==> src/rtl/suspend_seq_ctrl.sv <==
// Fabric-side suspend sequencer: quiesces enabled clients on a suspend
// request, waits for their acks plus a settle delay, then returns SACK.
//
// Ports:
//   CLK, RST     rising-edge clock, synchronous active-high reset
//   SREQ / SACK  suspend request in / suspend acknowledge out
//   CLIENT_EN    client participation mask, latched when leaving IDLE
//   QREQ / QACK  per-client quiesce request out / level acknowledge in
//   SUSPENDED    high while the device is held suspended (ACKD)
//   TIMEOUT_ERR  sticky flag: a drain or release wait timed out
//   ERR_CLR      clears TIMEOUT_ERR; a new timeout in the same cycle wins
module suspend_seq_ctrl #(
    parameter int NUM_CLIENTS = 4,
    parameter int ACK_DELAY   = 16,
    parameter int TIMEOUT     = 1024
) (
    input  logic                   CLK,
    input  logic                   RST,
    input  logic                   SREQ,
    output logic                   SACK,
    input  logic [NUM_CLIENTS-1:0] CLIENT_EN,
    output logic [NUM_CLIENTS-1:0] QREQ,
    input  logic [NUM_CLIENTS-1:0] QACK,
    output logic                   SUSPENDED,
    output logic                   TIMEOUT_ERR,
    input  logic                   ERR_CLR
);

    localparam int MAX_CNT = (TIMEOUT > ACK_DELAY) ? TIMEOUT : ACK_DELAY;
    localparam int CW      = $clog2(MAX_CNT) + 1;

    localparam logic [CW-1:0] TO_LAST = CW'(TIMEOUT - 1);
    localparam logic [CW-1:0] AD_LAST = CW'(ACK_DELAY - 1);

    typedef enum logic [2:0] {
        S_IDLE,
        S_DRAIN,
        S_SETTLE,
        S_ACKD,
        S_RELEASE
    } state_t;

    state_t                 state_q;
    state_t                 state_d;
    logic [CW-1:0]          cnt_q;
    logic [CW-1:0]          cnt_d;
    logic [CW-1:0]          cnt_inc;
    logic [NUM_CLIENTS-1:0] mask_q;
    logic [NUM_CLIENTS-1:0] mask_d;
    logic                   sreq_q;
    logic                   err_set;
    logic                   all_ack;
    logic                   none_ack;
    logic                   quiescing;

    logic [NUM_CLIENTS-1:0] qreq_d;
    logic                   sack_d;
    logic                   susp_d;
    logic                   err_d;

    // Only clients captured in the mask take part; others are ignored.
    assign all_ack  = ((QACK & mask_q) == mask_q);
    assign none_ack = ((QACK & mask_q) == '0);

    // Counter holds at its top value instead of wrapping; exits use >=.
    assign cnt_inc = (cnt_q == {CW{1'b1}}) ? cnt_q : cnt_q + 1'b1;

    always_comb begin
        state_d = state_q;
        cnt_d   = cnt_q;
        mask_d  = mask_q;
        err_set = 1'b0;

        unique case (state_q)
            S_IDLE: begin
                cnt_d = '0;
                if (sreq_q) begin
                    state_d = S_DRAIN;
                    mask_d  = CLIENT_EN;
                end
            end

            S_DRAIN: begin
                if (!sreq_q) begin
                    state_d = S_RELEASE;
                    cnt_d   = '0;
                end else if (all_ack) begin
                    state_d = S_SETTLE;
                    cnt_d   = '0;
                end else if (cnt_q >= TO_LAST) begin
                    state_d = S_SETTLE;
                    cnt_d   = '0;
                    err_set = 1'b1;
                end else begin
                    cnt_d = cnt_inc;
                end
            end

            S_SETTLE: begin
                if (!sreq_q) begin
                    state_d = S_RELEASE;
                    cnt_d   = '0;
                end else if (cnt_q >= AD_LAST) begin
                    state_d = S_ACKD;
                    cnt_d   = '0;
                end else begin
                    cnt_d = cnt_inc;
                end
            end

            S_ACKD: begin
                if (!sreq_q) begin
                    state_d = S_RELEASE;
                    cnt_d   = '0;
                end
            end

            S_RELEASE: begin
                if (none_ack) begin
                    state_d = S_IDLE;
                    cnt_d   = '0;
                end else if (cnt_q >= TO_LAST) begin
                    state_d = S_IDLE;
                    cnt_d   = '0;
                    err_set = 1'b1;
                end else begin
                    cnt_d = cnt_inc;
                end
            end

            default: begin
                state_d = S_IDLE;
                cnt_d   = '0;
            end
        endcase
    end

    // Outputs are registered from the next state so QREQ appears on the
    // same edge the sequencer enters DRAIN.
    always_comb begin
        quiescing = (state_d == S_DRAIN) ||
                    (state_d == S_SETTLE) ||
                    (state_d == S_ACKD);
        qreq_d    = quiescing ? mask_d : '0;
        susp_d    = (state_d == S_ACKD);
        // SACK follows one cycle into ACKD and drops on the exit edge.
        sack_d    = (state_q == S_ACKD) && (state_d == S_ACKD);
        err_d     = err_set | (TIMEOUT_ERR & ~ERR_CLR);
    end

    always_ff @(posedge CLK) begin
        if (RST) begin
            state_q     <= S_IDLE;
            cnt_q       <= '0;
            mask_q      <= '0;
            sreq_q      <= 1'b0;
            QREQ        <= '0;
            SACK        <= 1'b0;
            SUSPENDED   <= 1'b0;
            TIMEOUT_ERR <= 1'b0;
        end else begin
            state_q     <= state_d;
            cnt_q       <= cnt_d;
            mask_q      <= mask_d;
            sreq_q      <= SREQ;
            QREQ        <= qreq_d;
            SACK        <= sack_d;
            SUSPENDED   <= susp_d;
            TIMEOUT_ERR <= err_d;
        end
    end

endmodule

==> config.mk <==
export PLATFORM = sky130hd
export DESIGN_NAME = suspend_seq_ctrl
export DESIGN_NICKNAME = d
export VERILOG_FILES = /design/src/rtl/suspend_seq_ctrl.sv
export SDC_FILE = /design/constraint.sdc
export NUM_CORES = 1
export LEC_CHECK = 0
export ABC_AREA = 1
export BUFFER_PORTS_ARGS = -buffer_cell sky130_fd_sc_hd__buf_2
export CAP_MARGIN = 40
export CORE_MARGIN = 2
export CORE_UTILIZATION = 25
export DETAILED_ROUTE_END_ITERATION = 6
export HOLD_SLACK_MARGIN = 0.03
export PLACE_DENSITY = 0.47
export SKIP_LAST_GASP = 1
export SYNTH_ARGS = -nofsm -noshare
export SYNTH_HDL_FRONTEND = slang
export SYNTH_SLANG_ARGS = --single-unit
==> constraint.sdc <==
create_clock -name CLK -period 4 [get_ports CLK]
set_clock_uncertainty 0.15 [all_clocks]
set_input_delay 0.2 -clock CLK [delete_from_list [all_inputs] [get_ports CLK]]
set_output_delay 0.2 -clock CLK [all_outputs]
set_load 0.1 [all_outputs]
==> results.ini, run 1 <==
[sta]
setup_viol=0
fin_crit_sh_pct=41.9
setup-tns-final_ns=0
hold_viol_final=0
grt_setup_unrepaired=no
drv_slew=0
fin_crit_ns=1.68
relSlewSlack_pct=67.8
finalWorstSetupSlack_ns=2.32
worst_pin_slew_ns=0.487
hold-worst-slack_ns=0.0273
fmax_mhz=597

[logic_synthesis]
ys_seq_area_share_pct=38.0
syn-cell-area_sq_mm=0.00137
synth_cell_type_count=20
avgSynthCellArea_sq_um=6.72
yosys_warnings=0
netlist_instances=204
syn_nets=217
synth-seq-cells=26

[place]
place_hpwl_microns=2190
portBuffers=18
place.gp.congestion=0.747
post-place-ws_ns=2.33

[global_route]
grt_start_max_net_pins=17
overflow=0
grt_pass1_wl_microns=4910
grt_usage_pct=10.0
grt_pass1_vias=1077
antenna_found_initial=0

[drt]
vias=1212
wirelength_microns=2870
viasPerCell=4.09
routedWlPerCell_microns=9.70
ant_nets=0
drcViolationCount=0
first_pass_iters=4
dr.first_iter.drc_count=39

[min_path]
hold_path.class=in -> reg
hp-start=CLIENT_EN[2]

[clock_tree]
tritoncts=yes
htreeDepth=1
cts_setup_buffers=0
clkSinkCount=26
cts_made_buffers=3
insertion_delay_ns=0.27
clk_pin_slew_worst_paths_ns=0.09
root_buffer=clkbuf_8
clock_path_buffers=2

[flow_run]
maxCapViolCount=0

[pwr]
leakagePower_nw=0.809
fin_total_pwr_uw=456
peakVddDrop_mv=0.117
p_per_area_mw_per_mm2=283

[worst_setup_path]
path_max_fanout=4
required_ns=4.02
reg2reg_to=cnt_q[0]
worstSetupStartpoint=cnt_q[0]
ff2ff_setup_slack_ns=2.32
critical_path_class=reg -> reg
critPathCapture=cnt_q[0]
arrival_ns=1.70
r2r_start=cnt_q[0]
critPathLaunchType=flop
ff2ff_path_depth=7
end_kind=flop

[status]
status=completed

[floorplanning]
fp.dieH_microns=78.1
die-area_sq_mm=0.00609
start_util_pct=26.3
std_cell_rows=26
coreArea_sq_mm=0.00520
die_w_microns=78.1
ios=19

[final_layout]
final_nets=241
drive_gt1_share_pct=18.1
n_antenna_cell=0
area_delta_synth_final_pct=17.6
fillers=595

[area by class of cell]
cell class | count | area, sq um | share of cell area, %
Clock buffer | 3 | 41.3 | 2.56
Timing Repair Buffer | 21 | 120 | 7.45
Tap cell | 70 | 87.6 | 5.43
Sequential cell | 26 | 520 | 32.3
Inverter | 30 | 113 | 6.98
Multi-Input combinational cell | 146 | 731 | 45.3
[routing by layer]
| layer | wire (microns) | GRT usage (%) | vias to the layer above |
|---|---|---|---|
| met2 | 1220 | 14.7 | 19 |
| met1 | 1570 | 14.6 | 517 |
| li1 | - | - | 674 |
| met4 | 10 | 3.68 | 0 |
| met5 | 0 | 0 | - |
| met3 | 70 | 1.84 | 2 |
[registers in the layout (all words and copies together) (netlist names)]
signal,count
cnt_q,11
state_q,3
SUSPENDED,1
SACK,1
QREQ,4
TIMEOUT_ERR,1
sreq_q,1
mask_q,4
[Yosys cell counts, drive strengths merged]
cell | n | share of area [%]
nand2 | 65 | 20
nor2 | 35 | 12
inv | 30 | 8.2
dfxtp | 26 | 38
nand3 | 11 | 5.1
a21oi | 10 | 3.6
o21ai | 7 | 2.6
nand4 | 5 | 2.3
xor2 | 5 | 3.2
mux2i | 4 | 2.9
nor3 | 3 | 1.1
clkbuf | 2 | 0.55
ha | 1 | 0.91
[cells in the final DEF, fill, tap and decap left out, drive strengths merged, types with 4 or more instances in the layout]
| master | count |
|---|---|
| a21oi | 10 |
| buf | 18 |
| dfxtp | 26 |
| inv | 30 |
| mux2i | 4 |
| nand2 | 65 |
| nand3 | 11 |
| nand4 | 5 |
| nor2 | 35 |
| o21ai | 7 |
| xor2 | 5 |
[metrics by stage]
stage / area [sq um] / std cells / util, %
2_1_floorplan: 1370 / 204 / -
3_3_place_gp: 1540 / 290 / 29.6
3_5_place_dp: 1540 / 290 / 29.6
4_1_cts: 1610 / 296 / 31.0
5_1_grt: 1610 / 296 / 31.0
6_report: 1610 / 296 / 31.0
[critical path, stage by stage (launching register included)]
cell and delay, ns:
dfxtp_1 0.39, ha_1 0.20, nand2_2 0.08, nor2_2 0.16
nand4_1 0.21, nand2_1 0.18, xor2_1 0.16, nor2_1 0.06
[worst min path at each step]
stage | to | slack [ns] | depth (start not counted)
after global placement | sreq_q | 0.26 | 3
final | QREQ[2] | 0.03 | 3
after global routing | QREQ[2] | 0.04 | 3
after CTS | QREQ[2] | 0.03 | 3
after detailed placement | sreq_q | 0.26 | 3
after floorplan | sreq_q | 0.16 | 2
[report_power, final]
group / internal [mW] / switching, mW / total, mW
logic: 0.0140 / 0.0239 / 0.0379
clock network: 0.0676 / 0.0841 / 0.152
registers: 0.263 / 0.00312 / 0.266
total: 0.345 / 0.111 / 0.456
[cell families after synthesis]
group                      count (synthesis)  share of synthesized area [%]
and+or+nand+nor                          119                           40.1
buffers and inverters                     32                           8.76
DFF                                       26                           38.0
AOI/OAI and AO/OA                         17                           6.20
xor gates and xnor gates                   5                           3.19
muxes                                      4                           2.92
adders and majority gates                  1                          0.912
[what timing repair did]
action,4_1_cts,5_1_grt
hold buffers,3,0
resized for setup,0,0
endpoints found under the hold margin,4,0
Power figures use the tool's default switching activity.
==> inputs of run 2 (changes only) <==
Clock period 4 ns to 1.6 ns, I/O delays scaled along.
==> run 2 against run 1 <==
Setup slack worse by 2.3 ns; routed wire length is 17% higher; highest routed layer unchanged; critical endpoint is now cnt_q[3]; die area did not move; sequential cell count stayed put; non-clock buffer count is 18 higher; sequential power grew to 2.5 times the previous value; critical path type unchanged.
==> results.ini, run 2 (same netlist as run 1, synthesis figures left out) <==
[pwr]
fin_total_pwr_mw=1.33
peakVddDrop_mv=0.427
leakagePower_nw=0.927
p_per_area_mw_per_mm2=710

[worst_setup_path]
path_max_fanout=4
end_kind=flop
max_stage_delay_ns=0.36
critical_path_class=reg -> reg
path_cells=ha_4, nand2_4, buf_4, nor2_1, nand4_1, o21ai_0, nand2_2, a21oi_2
required_ns=1.66
arrival_ns=1.61
critPathLaunchType=flop
cpMaxStageDelayCell=dfxtp_2

[sta]
finalWorstSetupSlack_ns=0.0556
grt_setup_unrepaired=yes
setup_viol=0
fmax_mhz=648
relSlewSlack_pct=67.7
hold_viol_final=0
fin_crit_sh_pct=96.5
fin_crit_ns=1.54
worst_pin_slew_ns=0.487
hold-worst-slack_ns=0.0362
drv_slew=0

[global_route]
grt_pass1_vias=1183
grt_pass1_wl_microns=5530
grt_start_max_net_pins=16
overflow=0
antenna_found_initial=0
grt_usage_pct=11.5

[place]
place.gp.congestion=0.879
place_hpwl_microns=2480
portBuffers=18
post-place-ws_ns=0.000216
place_area_sq_mm=0.00165

[final_layout]
final_cell_mix=nand2_1, nor2_1, inv_1
fin_util_pct=36.0
final_common_cell=nand2_1
reg_top3=cnt_q x11, QREQ x4, mask_q x4
largest_register=cnt_q
area_delta_synth_final_pct=36.7
design_area_sq_mm=0.00187
drive_gt1_share_pct=31.8
largest_reg_flops=11
final_nets=259
n_antenna_cell=0
fillers=577

[floorplanning]
coreArea_sq_mm=0.00520
die_w_microns=78.1
ios=19
fp.dieH_microns=78.1
std_cell_rows=26
die-area_sq_mm=0.00609
start_util_pct=26.3

[clock_tree]
clkSinkCount=26
clock_path_buffers=2
cts_made_buffers=3
htreeDepth=1
insertion_delay_ns=0.27
clk_pin_slew_worst_paths_ns=0.10
tritoncts=yes
root_buffer=clkbuf_8

[drt]
routedWlPerCell_microns=10.7
viasPerCell=4.21
first_pass_iters=5
dr.first_iter.drc_count=64
drcViolationCount=0
wirelength_microns=3360
vias=1327
ant_nets=0

[status]
status=completed

[min_path]
hold_path.class=in -> reg

[flow_run]
maxCapViolCount=0

-- run 2: cell count changes in the layout (fill, tap and decap cells not counted), moves of 2 or more --
cell / delta
nand2_4: +2
inv_1: -2
dlygate4sd3_1: +3
buf_4: +14
nand2_1: -6
a21oi_2: +5
dfxtp_1: -5
dfxtp_2: +5
a21oi_1: -5
nand2_2: +4
-- run 2: report_power, final --
part	internal, mW	total (mW)	leakage, nW	switching [mW]
logic	0.0439	0.110	0.679	0.0656
registers	0.658	0.665	0.213	0.00671
clock network	0.335	0.556	0.0357	0.221
-- run 2: final timing paths --
path          startpoint     endpoint  slack [ns]  depth (start not counted)
max             cnt_q[1]     cnt_q[3]        0.06                          8
min                  RST    SUSPENDED        0.04                          4
max reg2reg     cnt_q[1]     cnt_q[3]        0.06                          8
min reg2reg  TIMEOUT_ERR  TIMEOUT_ERR        0.32                          2
-- run 2: worst max-delay path: cells and delay by family (launching register included) --
kind | cells | cell delay, ns
AOI/OAI and AO/OA | 2 | 0.27
adders and majority gates | 1 | 0.15
buffers and inverters | 1 | 0.14
DFF | 1 | 0.36
and+or+nand+nor | 4 | 0.43
-- run 2: area by class of cell --
class                   count  area, sq um  share of cell area (%)
repair buffers             39          275                    14.7
clock buffers               3         41.3                    2.20
clock inverters             1         30.0                    1.60
well taps                  70         87.6                    4.67
multi-input cells         146          798                    42.6
flip-flops and latches     26          527                    28.1
inverters                  30          115                    6.14
-- run 2: timing repair --
| action | 4_1_cts | 5_1_grt |
|---|---|---|
| gates resized for setup | 4 | 23 |
| setup buffers | 1 | 1 |
| hold buffers | 6 | 0 |
| endpoints found under the setup margin | 3 | 13 |
| endpoints found under the hold margin | 10 | 0 |
| pin swaps | 4 | 11 |
-- run 2: metrics by stage --
step / cells / setup TNS (ns)
after floorplan: 204 / 0
after global placement: 303 / 0
after detailed placement: 303 / 0
after CTS: 314 / 0
after global routing: 315 / -0.475
final: 315 / 0
-- run 2: layer usage --
metal | global-route usage (%) | part of all wire [%] | wire length, microns | vias to the layer above
met5 | 0 | 0 | 0 | -
met4 | 4.21 | 1.0 | 34 | 0
met3 | 1.84 | 4.4 | 147 | 2
met2 | 17.2 | 43 | 1460 | 30
met1 | 16.5 | 51 | 1720 | 582
li1 | - | - | - | 713
==> inputs of run 3 (changes only) <==
Clock period 1.6 ns to 1.9 ns, I/O delays scaled along.
==> run 3 against run 2 <==
First-iteration DRC count down 42%; largest cell class unchanged; combinational power decreased by 19%; final cell count is 4.1% lower; highest routed layer unchanged; total power decreased by 23%; routed wire length shrank 11%; global-route usage down 0.76 points; die area stayed put; setup slack improved by 0.13 ns; sequential cell count stayed put; utilization is 3.8 points lower; worst hold slack improved by 0.18 ns.
==> results.ini, run 3 (same netlist as run 1, synthesis figures left out) <==
[status]
status=completed

[sta]
fin_crit_sh_pct=90.2
grt_setup_unrepaired=no
setup_viol=0
drv_slew=0
setup-tns-final_ns=0
fmax_mhz=584
worst_pin_slew_ns=0.487
fin_crit_ns=1.71
hold_viol_final=0
relSlewSlack_pct=67.8

[flow_run]
maxCapViolCount=0

[global_route]
grt_pass1_vias=1145
overflow=0
grt_pass1_wl_microns=5250
grt_usage_pct=10.7
antenna_found_initial=0
grt_start_max_net_pins=16

[floorplanning]
start_util_pct=26.3
std_cell_rows=26
coreArea_sq_mm=0.00520
die-area_sq_mm=0.00609
ios=19
fp.dieH_microns=78.1
die_w_microns=78.1

[clock_tree]
clkSinkCount=26
clk_pin_slew_worst_paths_ns=0.10
clock_path_buffers=2
htreeDepth=1
tritoncts=yes
cts.repair.resized=0
insertion_delay_ns=0.27
root_buffer=clkbuf_8
cts_made_buffers=3

[place]
dp.cells=291
portBuffers=18
place_hpwl_microns=2240
place.gp.congestion=0.787

[worst_setup_path]
end_kind=flop
cpMaxStageDelayCell=dfxtp_1
cpLargestDelayFamily=simple AND/OR/NAND/NOR gates
max_stage_delay_ns=0.39
critical_path_class=reg -> reg
path_cells=ha_1, nand2_2, nor2_2, nand4_1, nand2_1, xor2_1, nor2_1
arrival_ns=1.74
path_max_fanout=4
required_ns=1.93
critPathLaunchType=flop
path_buf_inv=0
ff2ff_setup_slack_ns=0.19

[drt]
dr.first_iter.drc_count=37
viasPerCell=4.03
first_pass_iters=4
routedWlPerCell_microns=9.93
wirelength_microns=3000
ant_nets=0
drcViolationCount=0
vias=1216

[pwr]
p_per_area_mw_per_mm2=608
peakVddDrop_mv=0.236
fin_total_pwr_mw=1.02
leakagePower_nw=0.837

[final_layout]
largest_register=cnt_q
area_delta_synth_final_pct=22.1
final_common_cell=nand2_1
final_cell_mix=nand2_1, nor2_1, inv_1
final_nets=246
fin_cells=302
reg_top3=cnt_q x11, QREQ x4, mask_q x4
drive_gt1_share_pct=18.5
largest_reg_flops=11
n_antenna_cell=0

[min_path]
hold_path.class=in -> reg

## run 3: metal layers
layer	global-route usage, %	share of wire, %	vias to the layer above
met3	1.38	1.6	2
li1	-	-	685
met1	15.6	54	520
met2	15.9	43	9
met5	0	0	-
met4	4.21	1.1	0
## run 3: layout make-up
cell class                      count  area (sq um)
Fill cell                         588          3530
Multi-Input combinational cell    146           731
Sequential cell                    26           520
Timing Repair Buffer               26           168
Inverter                           30           113
Tap cell                           70          87.6
Clock buffer                        4          55.1
## run 3: worst paths after layout
path / start / end / depth (start not counted)
min reg2reg: TIMEOUT_ERR / TIMEOUT_ERR / 2
max: cnt_q[0] / cnt_q[0] / 7
max reg2reg: cnt_q[0] / cnt_q[0] / 7
min: QACK[3] / state_q[2] / 7
## run 3: where the power goes
part           internal, mW  total (mW)  switching (mW)  leakage, nW
logic                0.0362      0.0886          0.0524        0.598
clock network         0.185       0.369           0.184       0.0288
registers             0.554       0.561         0.00656        0.210
## run 3: through the flow
step | area (sq um) | hold slack (ns) | setup slack (ns) | utilization [%]
global placement | 1550 | 0.154 | 0.218 | 29.8
global route | 1670 | 0.299 | 0.0392 | 32.2
CTS | 1670 | 0.208 | 0.192 | 32.2
floorplan | 1370 | 0.0520 | 0.413 | -
detailed placement | 1550 | 0.153 | 0.212 | 29.8
finish | 1670 | 0.219 | 0.187 | 32.2
## run 3: tightest hold or removal path, cell delays in order
cell and delay, ns:
buf_2 0.09, nand2_1 0.04, nand2_1 0.05, o21ai_0 0.09
inv_1 0.06, nand2_1 0.06, a21oi_1 0.12
## run 3: timing repair
action,CTS,global route
hold buffers,7,0
endpoints found under the hold margin,11,0
buffers inserted,0,0
